[config.mk]
export PLATFORM = sky130hd
export DESIGN_NAME = if_fetch_unit
export DESIGN_NICKNAME = d
export VERILOG_FILES = /design/src/rtl/if_fetch_unit_pkg.sv /design/src/rtl/if_fetch_unit_fetch_fifo.sv /design/src/rtl/if_fetch_unit.sv
export SDC_FILE = /design/constraint.sdc
export NUM_CORES = 1
export LEC_CHECK = 0
export BUFFER_PORTS_ARGS = -buffer_cell sky130_fd_sc_hd__buf_2
export CAP_MARGIN = 40
export CORE_MARGIN = 2
export CORE_UTILIZATION = 30
export CTS_CLUSTER_SIZE = 40
export DETAILED_ROUTE_END_ITERATION = 10
export HOLD_SLACK_MARGIN = 0.03
export PLACE_DENSITY = 0.56
export SLEW_MARGIN = 10
export SYNTH_ARGS = -nofsm -noshare
export SYNTH_HDL_FRONTEND = slang
export SYNTH_SLANG_ARGS = --single-unit
[constraint.sdc]
create_clock -name clk -period 6.5 [get_ports clk]
set_clock_uncertainty 0.2 [all_clocks]
set_input_delay 0.975 -clock clk [delete_from_list [all_inputs] [get_ports clk]]
set_output_delay 0.975 -clock clk [all_outputs]
set_load 0.05 [all_outputs]
[src/rtl/if_fetch_unit_pkg.sv]
// Shared types and constants for the instruction fetch front end.
package if_fetch_unit_pkg;

    localparam int unsigned XLEN = 32;

    localparam logic [XLEN-1:0] NOP_INST_DEFAULT = 32'h0000_0013;

    typedef enum logic [1:0] {
        ST_BOOT  = 2'd0,
        ST_RUN   = 2'd1,
        ST_FLUSH = 2'd2
    } fetch_state_e;

    typedef struct packed {
        logic [XLEN-1:0] pc;
        logic [XLEN-1:0] inst;
    } fetch_entry_t;

    // Instruction addresses are always word aligned.
    function automatic logic [XLEN-1:0] word_align(input logic [XLEN-1:0] addr);
        return addr & ~XLEN'(3);
    endfunction

endpackage

[src/rtl/if_fetch_unit_fetch_fifo.sv]
// Synchronous FIFO of {pc, inst} fetch entries; flush wins over a same-cycle push.
module if_fetch_unit_fetch_fifo
    import if_fetch_unit_pkg::*;
#(
    parameter int unsigned DEPTH = 4
) (
    input  logic                   clk,
    input  logic                   rst_n,
    input  logic                   push_i,
    input  logic                   pop_i,
    input  logic                   flush_i,
    input  fetch_entry_t           data_i,
    output fetch_entry_t           data_o,
    output logic [$clog2(DEPTH):0] count_o,
    output logic                   empty_o,
    output logic                   full_o
);

    localparam int unsigned AW = $clog2(DEPTH);
    localparam int unsigned CW = AW + 1;

    fetch_entry_t  mem_q [DEPTH];
    fetch_entry_t  mem_d [DEPTH];
    logic [AW-1:0] wr_ptr_q, wr_ptr_d;
    logic [AW-1:0] rd_ptr_q, rd_ptr_d;
    logic [CW-1:0] count_q, count_d;
    logic          do_push, do_pop;

    assign empty_o = (count_q == '0);
    assign full_o  = (count_q == CW'(DEPTH));
    assign count_o = count_q;
    assign data_o  = mem_q[rd_ptr_q];

    // Pointer wrap relies on DEPTH being a power of two.
    always_comb begin : next_state
        mem_d    = mem_q;
        wr_ptr_d = wr_ptr_q;
        rd_ptr_d = rd_ptr_q;
        count_d  = count_q;
        do_push  = push_i && !full_o;
        do_pop   = pop_i && !empty_o;

        if (flush_i) begin
            wr_ptr_d = '0;
            rd_ptr_d = '0;
            count_d  = '0;
        end else begin
            if (do_push) begin
                mem_d[wr_ptr_q] = data_i;
                wr_ptr_d        = wr_ptr_q + AW'(1);
            end
            if (do_pop) begin
                rd_ptr_d = rd_ptr_q + AW'(1);
            end
            if (do_push && !do_pop) begin
                count_d = count_q + CW'(1);
            end else if (do_pop && !do_push) begin
                count_d = count_q - CW'(1);
            end
        end
    end

    always_ff @(posedge clk or negedge rst_n) begin : ctrl_regs
        if (!rst_n) begin
            wr_ptr_q <= '0;
            rd_ptr_q <= '0;
            count_q  <= '0;
        end else begin
            wr_ptr_q <= wr_ptr_d;
            rd_ptr_q <= rd_ptr_d;
            count_q  <= count_d;
        end
    end

    // Storage needs no reset: entries are only read when counted valid.
    always_ff @(posedge clk) begin : storage
        mem_q <= mem_d;
    end

endmodule

[src/rtl/if_fetch_unit.sv]
// Instruction fetch front end: PC generation, req/gnt/rvalid memory interface,
// in-order response buffering and the registered IF/ID output stage.
module if_fetch_unit
    import if_fetch_unit_pkg::*;
#(
    parameter logic [XLEN-1:0] RESET_PC   = 32'h0000_0000,
    parameter int unsigned     FIFO_DEPTH = 4,
    parameter logic [XLEN-1:0] NOP_INST   = NOP_INST_DEFAULT
) (
    input  logic            clk,
    input  logic            rst_n,
    input  logic            redirect_i,
    input  logic [XLEN-1:0] redirect_pc_i,
    input  logic            stall_i,
    output logic            imem_req_o,
    output logic [XLEN-1:0] imem_addr_o,
    input  logic            imem_gnt_i,
    input  logic            imem_rvalid_i,
    input  logic [XLEN-1:0] imem_rdata_i,
    output logic [XLEN-1:0] PC_o,
    output logic [XLEN-1:0] Inst_o,
    output logic            inst_valid_o
);

    localparam int unsigned CW = $clog2(FIFO_DEPTH) + 1;

    fetch_state_e    state_q, state_d;
    logic [XLEN-1:0] fetch_pc_q, fetch_pc_d;
    logic [XLEN-1:0] resp_pc_q, resp_pc_d;
    logic [CW-1:0]   outstanding_q, outstanding_d;
    logic [XLEN-1:0] pc_q, pc_d;
    logic [XLEN-1:0] inst_q, inst_d;
    logic            valid_q, valid_d;

    logic [CW-1:0]   fifo_count;
    logic            fifo_empty, fifo_full;
    logic            fifo_push, fifo_pop;
    fetch_entry_t    fifo_wdata, fifo_rdata;

    logic            req, handshake, rsp;
    logic [XLEN-1:0] redirect_target;

    // Credit: in-flight plus buffered entries never exceed the FIFO depth.
    always_comb begin : request_logic
        redirect_target = word_align(redirect_pc_i);
        req = (state_q == ST_RUN) && !redirect_i &&
              (((CW+1)'(outstanding_q) + (CW+1)'(fifo_count)) < (CW+1)'(FIFO_DEPTH));
        handshake = req && imem_gnt_i;
        rsp       = imem_rvalid_i && (outstanding_q != '0);
    end

    always_comb begin : next_state
        state_d       = state_q;
        fetch_pc_d    = fetch_pc_q;
        resp_pc_d     = resp_pc_q;
        outstanding_d = outstanding_q;
        pc_d          = pc_q;
        inst_d        = inst_q;
        valid_d       = valid_q;
        fifo_push     = 1'b0;
        fifo_pop      = 1'b0;
        fifo_wdata    = '{pc: resp_pc_q, inst: imem_rdata_i};

        if (handshake && !rsp) begin
            outstanding_d = outstanding_q + CW'(1);
        end else if (rsp && !handshake) begin
            outstanding_d = outstanding_q - CW'(1);
        end

        if (handshake) begin
            fetch_pc_d = fetch_pc_q + XLEN'(4);
        end

        // Responses are only kept in RUN; in FLUSH they just retire credit.
        if (rsp && (state_q == ST_RUN) && !redirect_i && !fifo_full) begin
            fifo_push = 1'b1;
            resp_pc_d = resp_pc_q + XLEN'(4);
        end

        unique case (state_q)
            ST_BOOT:  state_d = ST_RUN;
            ST_RUN:   if (redirect_i && (outstanding_d != '0)) state_d = ST_FLUSH;
            ST_FLUSH: if (!redirect_i && (outstanding_d == '0)) state_d = ST_RUN;
            default:  state_d = ST_BOOT;
        endcase

        // Redirect overrides stall and any pending pop.
        if (redirect_i) begin
            fetch_pc_d = redirect_target;
            resp_pc_d  = redirect_target;
            inst_d     = NOP_INST;
            valid_d    = 1'b0;
        end else if (!stall_i) begin
            if (!fifo_empty) begin
                fifo_pop = 1'b1;
                pc_d     = fifo_rdata.pc;
                inst_d   = fifo_rdata.inst;
                valid_d  = 1'b1;
            end else begin
                inst_d  = NOP_INST;
                valid_d = 1'b0;
            end
        end
    end

    always_ff @(posedge clk or negedge rst_n) begin : regs
        if (!rst_n) begin
            state_q       <= ST_BOOT;
            fetch_pc_q    <= word_align(RESET_PC);
            resp_pc_q     <= word_align(RESET_PC);
            outstanding_q <= '0;
            pc_q          <= '0;
            inst_q        <= NOP_INST;
            valid_q       <= 1'b0;
        end else begin
            state_q       <= state_d;
            fetch_pc_q    <= fetch_pc_d;
            resp_pc_q     <= resp_pc_d;
            outstanding_q <= outstanding_d;
            pc_q          <= pc_d;
            inst_q        <= inst_d;
            valid_q       <= valid_d;
        end
    end

    if_fetch_unit_fetch_fifo #(
        .DEPTH (FIFO_DEPTH)
    ) u_fetch_fifo (
        .clk     (clk),
        .rst_n   (rst_n),
        .push_i  (fifo_push),
        .pop_i   (fifo_pop),
        .flush_i (redirect_i),
        .data_i  (fifo_wdata),
        .data_o  (fifo_rdata),
        .count_o (fifo_count),
        .empty_o (fifo_empty),
        .full_o  (fifo_full)
    );

    assign imem_req_o   = req;
    assign imem_addr_o  = fetch_pc_q;
    assign PC_o         = pc_q;
    assign Inst_o       = inst_q;
    assign inst_valid_o = valid_q;

    // A response with nothing in flight means the memory side broke protocol.
    rvalid_without_request: assert property (
        @(posedge clk) disable iff (!rst_n) !(imem_rvalid_i && (outstanding_q == '0))
    );

endmodule
# Word level (Yosys, flattened, before mapping)
# Cells that the tools add are included.
dict set report totals {
  register_bits 397
  latchBits 0
  ramBits 0
  rom_bits 0
  inputBits 70
  output_inout_bits 98
  mem_count 0
}
dict set report classes {
  addsub 9
  n_mul 0
  div_mod_pow 0
  magnitude_cmp 4
  eq_ne 6
  shifts 0
  mux 31
  n_bitwise 5
  reduce_logical 36
}
# op count
set ops {}
lappend ops {{$bwmux W256} 1}
lappend ops {{$mux W32} 7}
lappend ops {{$mux W64} 3}
lappend ops {{$bmux W64 S2} 1}
lappend ops {{$demux W64 S2} 1}
lappend ops {{$add A32 B3 Y32 const B} 2}
lappend ops {{$logic_and A1 B1 Y1} 16}
lappend ops {{$mux W3} 5}
lappend ops {{$mux W2} 6}
lappend ops {{$reduce_bool A3 Y1} 3}
lappend ops {{$reduce_bool A2 Y1} 4}
lappend ops {{$logic_not A1 Y1} 7}
lappend ops {{$add A3 B1 Y3 const B} 2}
lappend ops {{$ge A3 B3 Y1 const B} 2}
lappend ops {{$logic_not A3 Y1} 2}
lappend ops {{$mux W1} 6}
lappend ops {{$not A2 Y3} 2}
lappend ops {{$pmux W2 S3} 1}
lappend ops {{$sub A3 B1 Y3 const B} 2}
lappend ops {{$add A2 B1 Y2 const B} 2}
lappend ops {{$add A3 B3 Y4} 1}
lappend ops {{$lt A4 B3 Y1 const B} 1}
lappend ops {{$ne A2 B2 Y1 const B} 2}
lappend ops {{$reduce_and A2 Y1} 2}
lappend ops {{8 further kinds} 10}

# Depth between registers and ports, before layout
# Gate-level depths: netlist of the first run.
dict set report depth {
  depth_word 12
  mapped_depth 10
  depth_no_buf 10
}

# By module
# From an unflattened synthesis of the first run, not the netlist that was laid out.
dict set report unflattened {
  hier_cells 1033
  hier_area_um2 15917.8
}
# module n_inst cells_per_inst area_each_um2 seq_area_each_um2
set by_module_without_submodules {}
lappend by_module_without_submodules {if_fetch_unit_fetch_fifo 1 382 9704.3 7862.5}
lappend by_module_without_submodules {if_fetch_unit 1 651 6213.5 3256.9}

# Worst setup path after synthesis of the first run
# OpenSTA, ideal clock, no wires.
dict set report synth_path {
  path_kind {input to register}
  startpoint {input redirect_i}
  endpoint {register u_fetch_fifo.mem_q[0] (netlist bit) (enable)}
  setup_ns 0.427
  arrival_time_ns 2.945
  slack_ns 2.929
  cell_stages 3
  n_path_buf 1
  path_cell_list {clkinv_1 -> clkbuf_1 -> and3_1}
}
dict set report synth_between {
  elab_chain_len 6
}
# element line
set synth_lines {}
lappend synth_lines {{from (decl)} if_fetch_unit.sv:12} ;# input logic redirect_i,
lappend synth_lines {{$logic_not A1 Y1} if_fetch_unit.sv:75} ;# if (rsp && (state_q == ST_RUN) && !redirect_i && !fifo_full) begin
lappend synth_lines {{$logic_and A1 B1 Y1 (2 in a row)} if_fetch_unit.sv:75}
lappend synth_lines {{$mux W1} if_fetch_unit.sv:75}
lappend synth_lines {{$logic_and A1 B1 Y1} if_fetch_unit_fetch_fifo.sv:40} ;# do_push = push_i && !full_o;
lappend synth_lines {{$reduce_and A2 Y1 (no line) (*)} -}
lappend synth_lines {{to (signal assigned)} if_fetch_unit_fetch_fifo.sv:77} ;# mem_q <= mem_d;
lappend synth_lines {{to (decl)} if_fetch_unit_fetch_fifo.sv:22} ;# fetch_entry_t mem_q [DEPTH];
# Mark *: on every way between the ends. The rest lies on a longest branch, timed or not.
# A chain may end at the register's enable or synchronous reset.

# Worst setup path in the final report of the first run
dict set report layout_path {
  startpoint {register outstanding_q[2]}
  endpoint {output imem_req_o}
}
dict set report layout_between {
  elab_chain_len 3
}
# element line
set layout_lines {}
lappend layout_lines {{from (decl)} if_fetch_unit.sv:30} ;# logic [CW-1:0] outstanding_q, outstanding_d;
lappend layout_lines {{from (signal assigned)} if_fetch_unit.sv:119} ;# outstanding_q <= outstanding_d;
lappend layout_lines {{$add A3 B3 Y4} if_fetch_unit.sv:47} ;# (((CW+1)'(outstanding_q) + (CW+1)'(fifo_count)) < (CW+1)'(FIFO_DEPTH));
lappend layout_lines {{$lt A4 B3 Y1} if_fetch_unit.sv:47}
lappend layout_lines {{$logic_and A1 B1 Y1} if_fetch_unit.sv:46} ;# req = (state_q == ST_RUN) && !redirect_i &&
lappend layout_lines {{to (decl)} if_fetch_unit.sv:15} ;# output logic imem_req_o,
# Every way passes these cells.

==> metrics.md, run 1 <==
| Metric | Value |
|---|---|
| CTS tree | `done` |
| Hold buffer count at cts | `0` |
| DIE HEIGHT | `232 um` |
| Slew Limit Fails | `0` |
| RD Place Congestion | `~0.8` |
| Worst hold margin | `0.174 ns` |
| Synth cell types | `63` |
| Slew HR | `45.2%` |
| Critical path class | `flip-flop to output pin` |
| Crit path DAT | `2.25 ns` |
| Largest stage delay on the critical path | `between 0.5 and 0.6 ns` |
| Cell Int Power | `4940 uW` |
| Leak pwr | `0.00702 uW` |
| Setup slack, reg-to-reg | `3.23 ns` |
| Sink Count | `383` |
| DRT iter0 DRCs | `611` |
| Via-per-instance ratio | `4.82` |
| Initial antenna violation count | `2` |
| Fin nets | `1276` |
| Initial Utilization | `between 30% and 40%` |
| Synth Cell Area | `about 16000 um2` |
| Tcrit/Tclk final | `52.6%` |
| Worst r2r path cells | `7` |
| Routed WL | `between 30 and 40 mm` |
| P per Cell Area | `399 nW/um2` |
| CP Cell Sequence | `ha_1 -> nor4_4 -> and3_1 -> buf_2` |
| Asr flop ratio synth | `a little over a third` |
| # DRC | `0` |
| Clock buffer count from CTS | `43` |
| Critical Path Start | `outstanding_q[2]$_DFF_PN0_` |
| EDFF count, synth | `248` |
| Worst Setup EP | `imem_req_o` |
| CTS clk-pin slew, worst paths | `0.06 ns` |
| Fin area | `18600 um2` |
| CTS resizes | `0` |
| Share of layout cells above drive strength 1 | `27.1%` |
| Clock power frac | `31.8%` |
| Placed Area | `17200 um2` |
| Final min period | `3.42 ns` |
| Root buffer cell | `clkbuf_16` |
| Grt total ovfl | `0` |
| Core area | `51200 um2` |
| Sequential share of power | `42.6%` |
| Switch Pwr | `roughly 2500 uW` |
| Crit path max fanout | `11` |
| Switching share of power | `33.4%` |
| R2r endpoint | `u_fetch_fifo.mem_q[154]$_DFFE_PP_` |
| Slew @ Worst Pin | `slightly above 0.8 ns` |
| DRT antenna net count | `0` |
| First-pass DRT Iterations | `4` |
| IO Pins | `168` |
| Outcome | `finished, final reports clean` |
| Setup Fix Bufs, Post-CTS | `0` |
| PortBufs | `about 160` |
| Fmax | `around 290 MHz` |
| Vias | `9184` |
| Area growth syn-to-layout | `19.7%` |
| Max cap viols | `0` |
| Final Hold Fails | `0` |
| Seq cells post-synth | `383` |
| Die Footprint | `53600 um2` |
| Worst Path Required | `about 5.3 ns` |
| Ant. Diodes | `0` |
| Largest net degree at the start of global routing | `60` |
| # fillers | `between 4000 and 5000` |
| Register area share after synthesis | `69.7%` |
| Die width | `232 um` |
| Setup crit end kind | `output pin` |
| Worst Setup Start Kind | `flip-flop` |
| All-layer global routing usage | `14.2%` |
| Setup violators final | `0` |
| Clock Tree Buf Depth | `3` |
| Worst R2R Start | `outstanding_q[0]$_DFF_PN0_` |
| HPWL Detailed | `23.2 mm` |
| Top FF cell, synth | `edfxtp_1` |
| Comb power frac | `between 20 and 30%` |
| Clk Latency, worst-skew pair | `roughly 0.56 ns` |
| Post-Synthesis Mean Instance Area | `15.3 um2` |
| Vias in the first global route | `9504` |
| Routed len/inst | `19.5 um` |
| Total negative slack | `0 ns` |
| Crit-path slowest cell | `dfrtp_1` |
| First-pass GRT wire length | `roughly 58 mm` |
| Cell count after synthesis | `1018` |
| RSZ-0062 raised after global routing | `false` |
| Synth Warn # | `0` |
| Peak supply drop | `roughly 0.17 mV` |
| H-tree lvl count | `2` |
| Rows | `83` |
| Min-delay worst type | `input port to asynchronous set/reset pin` |
==> per-stage QoR <==
step	util (%)	power, uW	std cells	setup slack, ns
finish	36.3	7420	1907	3.08
global route	36.3	7790	1907	2.94
CTS	36.3	7530	1906	2.98
detailed placement	33.6	5140	1828	2.88
global placement	33.4	5080	1824	2.84
floorplan	-	4580	1021	2.93
==> final cells by class <==
type	count	area, um2	area share (%)
clock buffer	56	1180	6.38
clock inverter	22	178	0.956
inverter	18	67.6	0.364
multi-input combinational	567	4430	23.8
sequential	383	10800	58.3
tap	680	851	4.58
timing repair buffer	181	1040	5.59
==> cells in the mapped netlist (6+ instances only) <==
library cell | count | area [um2]
a21oi_1 | 20 | 100
a22o_1 | 31 | 272
and3_1 | 19 | 119
buf_2 | 15 | 75.1
buf_4 | 6 | 45.0
clkbuf_1 | 30 | 113
dfrtp_1 | 132 | 3300
edfxtp_1 | 248 | 7450
ha_1 | 11 | 138
inv_1 | 17 | 63.8
mux4_2 | 62 | 1400
nand2_1 | 160 | 601
nand3_1 | 34 | 170
nand4_1 | 17 | 106
nor2_1 | 30 | 113
nor3_1 | 13 | 65.1
o211ai_1 | 11 | 82.6
o21ai_0 | 40 | 200
o311ai_0 | 6 | 52.6
xnor2_1 | 20 | 175
xor2_1 | 16 | 140
==> registers in the layout, summed over array words and instances, names as in the netlist <==
name and count:
Inst_o 32, PC_o 30, imem_addr_o 30, inst_valid_o 1, outstanding_q 3, resp_pc_q 30, state_q 2, u_fetch_fifo.count_o 3
u_fetch_fifo.mem_q 248, u_fetch_fifo.rd_ptr_q 2, u_fetch_fifo.wr_ptr_q 2
==> layer usage <==
metal	vias up	GRT usage (%)	share of wire, %
met2	255	22.0	45
met5	-	0	0.019
met4	2	3.57	1.9
met3	49	2.88	5.4
li1	4211	-	-
met1	4667	20.3	48
==> worst min path at each step <==
| stage | depth (start not counted) | end | slack [ns] | startpoint |
|---|---|---|---|---|
| after floorplan | 0 | u_fetch_fifo.mem_q[127]$_DFFE_PP_ | 0.29 | resp_pc_q[31]$_DFFE_PN0N_ |
| after global placement | 2 | PC_o[9]$_DFFE_PN0N_ | 0.26 | PC_o[9]$_DFFE_PN0N_ |
| after detailed placement | 2 | PC_o[5]$_DFFE_PN0N_ | 0.26 | PC_o[5]$_DFFE_PN0N_ |
| after CTS | 1 | Inst_o[9]$_DFFE_PN0P_ | 0.18 | rst_n |
| after global routing | 1 | Inst_o[9]$_DFFE_PN0P_ | 0.19 | rst_n |
| final | 1 | Inst_o[9]$_DFFE_PN0P_ | 0.17 | rst_n |
==> cells by family after synthesis <==
| family | count (synthesis) | synth area share [%] |
|---|---|---|
| AOI/OAI and AO/OA | 137 | 6.19 |
| xor gates and xnor gates | 36 | 2.03 |
| other | 1 | 0.0242 |
| buffers and inverters | 71 | 2.03 |
| DFF | 383 | 69.7 |
| adders and majority gates | 12 | 1.02 |
| muxes | 70 | 9.55 |
| and+or+nand+nor | 308 | 9.42 |
==> worst max-delay path, delay by kind of cell, from the launching register on <==
family                     cells  cell delay (ns)
adders and majority gates      1             0.38
buffers and inverters          1             0.29
DFF                            1             0.51
and+or+nand+nor                2             0.52
==> layout by cell type, fill, tap and decap left out, types with 12 or more instances in the layout <==
master / instances
edfxtp_1: 248
nand2_1: 160
buf_2: 160
dfrtp_1: 130
mux4_2: 62
clkbuf_16: 43
o21ai_0: 40
nand3_1: 34
a22o_1: 31
nor2_1: 30
a21oi_1: 20
xnor2_1: 20
inv_1: 17
nand4_1: 17
xor2_1: 16
and3_1: 15
buf_4: 15
nor3_1: 12
==> power groups by stage <==
stage	sequential (uW)	clock (uW)	combinational, uW
after CTS	3170	2430	1930
final	3160	2360	1900
after detailed placement	3220	0	1920
after global routing	3210	2520	2050
after floorplan	3650	0	929
after global placement	3200	0	1870
Note: power is estimated with default switching activity, not from simulation.
==> inputs of run 2 (changes only) <==
--- a/config.mk
+++ b/config.mk
@@ -12,7 +12,7 @@
 export CTS_CLUSTER_SIZE = 40
 export DETAILED_ROUTE_END_ITERATION = 10
 export HOLD_SLACK_MARGIN = 0.03
-export PLACE_DENSITY = 0.56
+export PLACE_DENSITY = 0.58
 export SLEW_MARGIN = 10
 export SYNTH_ARGS = -nofsm -noshare
 export SYNTH_HDL_FRONTEND = slang
==> constraint.sdc (replaced) <==
create_clock -name clk -period 2.95 [get_ports clk]
set_clock_uncertainty 0.2 [all_clocks]
set_input_delay 0.4425 -clock clk [delete_from_list [all_inputs] [get_ports clk]]
set_output_delay 0.4425 -clock clk [all_outputs]
set_load 0.05 [all_outputs]
==> run 2 against run 1 <==
Core utilization increased by 1.6 points. Clock power up 130%. Cell count rose by 4.0%. Flip-flop and latch count did not move. Non-clock buffer count increased by 74. Final area increased by 4.3%. Sequential power grew 120%. Power is 130% higher. Wire length decreased by 0.11%. Worst hold slack got worse by 0.14 ns. First-iteration DRC count fell by 15%.
==> metrics.md, run 2 (synthesis results as in run 1) <==
| Metric | Value |
|---|---|
| Outcome | `finished, final reports clean` |
| Crit path max fanout | `7 (-4)` |
| Clk Latency, worst-skew pair | `0.56 ns (about the same)` |
| Clock buffer count from CTS | `43 (unchanged)` |
| FF/Latch Area | `10800 um2 (unchanged)` |
| Routed WL | `37.2 mm (-0.11%)` |
| Commonest non-fill, non-tap cells in the layout | `248 x edfxtp_1, 160 x nand2_1, 160 x buf_2` |
| First-pass GRT wire length | `57.7 mm (-0.19%)` |
| Ant. Diodes | `0 (unchanged)` |
| DRT antenna net count | `0 (unchanged)` |
| Initial antenna violation count | `2 (unchanged)` |
| Largest net degree at the start of global routing | `60 (unchanged)` |
| First-pass DRT Iterations | `4 (unchanged)` |
| Slew Limit Fails | `0 (unchanged)` |
| IO Pins | `168 (unchanged)` |
| RSZ-0062 raised after global routing | `false` |
| Die width | `232 um (unchanged)` |
| Max cap viols | `0 (unchanged)` |
| Pre-CTS WS | `0.435 ns (-2.45 ns)` |
| Final WS setup | `0.184 ns (-2.90 ns)` |
| Sink Count | `383 (unchanged)` |
| Fmax | `362 MHz` |
| Worst Setup Start Kind | `flip-flop` |
| Core area | `51200 um2 (unchanged)` |
| Commonest non-fill, non-tap cell in the layout | `edfxtp_1` |
| Area growth syn-to-layout | `24.8%` |
| RD Place Congestion | `0.832 (+1.8%)` |
| Rows | `83 (unchanged)` |
| Final Hold Fails | `0 (unchanged)` |
| Vias | `9540 (+3.9%)` |
| Max reg flops | `248 (unchanged)` |
| CTS tree | `done` |
| Largest register by flop count | `u_fetch_fifo.mem_q` |
| Vias in the first global route | `9780 (+2.9%)` |
| Slew @ Worst Pin | `0.785 ns (-0.0377 ns)` |
| CTS resizes | `0 (unchanged)` |
| Setup Fix Bufs, Post-CTS | `0 (unchanged)` |
| Initial Utilization | `30.3% (unchanged)` |
| Grt total ovfl | `0 (unchanged)` |
| Footprint of the multi-input gates | `4410 um2 (-0.34%)` |
| H-tree lvl count | `2 (unchanged)` |
| Via-per-instance ratio | `4.81 (-0.10%)` |
| Tcrit/Tclk final | `93.8%` |
| Crit path DAT | `2.12 ns (-0.13 ns)` |
| Slew HR | `47.7% (+2.5 points)` |
| Routed len/inst | `18.8 um (-3.9%)` |
| PortBufs | `161 (unchanged)` |
| P per Cell Area | `864 nW/um2 (+120%)` |
| # DRC | `0 (unchanged)` |
| Peak supply drop | `0.398 mV (+130%)` |
| Critical path class | `flip-flop to output pin` |
| Setup violators final | `0 (unchanged)` |
| HPWL Detailed | `23.7 mm (+2.0%)` |
| Setup crit end kind | `output pin` |
| DRT iter0 DRCs | `517 (-15%)` |
| Clock Tree Buf Depth | `3 (unchanged)` |
| Root buffer cell | `clkbuf_16` |
| Min-delay worst type | `input port to flip-flop` |
| Pwr Total | `16800 uW (+130%)` |
| CTS clk-pin slew, worst paths | `0.06 ns (about the same)` |
| Final min period | `~2.8 ns` |
| Leak pwr | `0.00738 uW (+5.2%)` |
| # fillers | `4830 (-1.3%)` |
| Total negative slack | `0 ns (unchanged)` |
| Worst hold margin | `0.0322 ns (-0.142 ns)` |
| DIE HEIGHT | `232 um (unchanged)` |
| Fin nets | `1350 (+5.8%)` |
| Die Footprint | `53600 um2 (unchanged)` |
| Worst Path Required | `2.31 ns (-3.01 ns)` |
| All-layer global routing usage | `14.0% (-0.11 points)` |
| Share of layout cells above drive strength 1 | `26.6% (-0.51 points)` |
[run 2: final timing paths]
kind                                                      from                                end  slack, ns  cells after the start
min in group asynchronous                                rst_n             Inst_o[31]$_DFFE_PN0P_       0.22                      2
hold / removal                               redirect_pc_i[16]        imem_addr_o[16]$_DFFE_PN0N_       0.03                      3
setup reg to reg                    outstanding_q[1]$_DFF_PN0_  u_fetch_fifo.mem_q[201]$_DFFE_PP_       0.41                      6
max in group asynchronous                                rst_n        imem_addr_o[27]$_DFFE_PN0N_       1.57                      3
hold reg to reg                           PC_o[12]$_DFFE_PN0N_               PC_o[12]$_DFFE_PN0N_       0.27                      2
setup / recovery           u_fetch_fifo.count_o[2]$_DFFE_PN0P_                         imem_req_o       0.18                      4
[run 2: cell type report]
cell class              count  share of cell area [%]
well taps                 680                    4.39
flip-flops and latches    383                    55.9
repair buffers            255                    9.05
clock inverters            25                    1.46
clock buffers              55                    6.10
multi-input cells         567                    22.8
inverters                  18                   0.349
[run 2: repair_timing]
| action | 4_1_cts | 5_1_grt |
|---|---|---|
| hold endpoints to repair | 228 | 0 |
| hold buffers | 63 | 0 |
| setup endpoints to repair | 0 | 0 |
[run 2: power by group]
| part | total [uW] | switching, uW | internal (uW) | leakage (uW) |
|---|---|---|---|---|
| logic | 4420 | 2910 | 1500 | 0.00273 |
| clock network | 5500 | 2140 | 3360 | 0.000719 |
| registers | 6830 | 442 | 6390 | 0.00393 |
| total | 16800 | 5500 | 11300 | 0.00738 |
[run 2: critical path, stage by stage, from the launching register on]
cell	delay [ns]
dfrtp_1	0.44
ha_1	0.33
nor4_4	0.26
and3_1	0.26
buf_2	0.28
[run 2: metal layers]
| layer | track usage, % | vias up | share of wire [%] | routed length, um |
|---|---|---|---|---|
| li1 | - | 4363 | - | - |
| met1 | 19.0 | 4847 | 46 | 17000 |
| met2 | 22.7 | 271 | 47 | 17300 |
| met3 | 3.28 | 57 | 5.7 | 2130 |
| met4 | 3.69 | 2 | 2.2 | 806 |
| met5 | 0 | - | 0.030 | 11 |
[run 2: stage by stage]
step | utilization [%] | instances | cell area, um2
6_report | 37.9 | 1983 | 19400
5_1_grt | 37.9 | 1983 | 19400
4_1_cts | 37.9 | 1983 | 19400
3_5_place_dp | 33.8 | 1840 | 17300
3_3_place_gp | 33.7 | 1839 | 17300
2_1_floorplan | - | 1021 | 15500
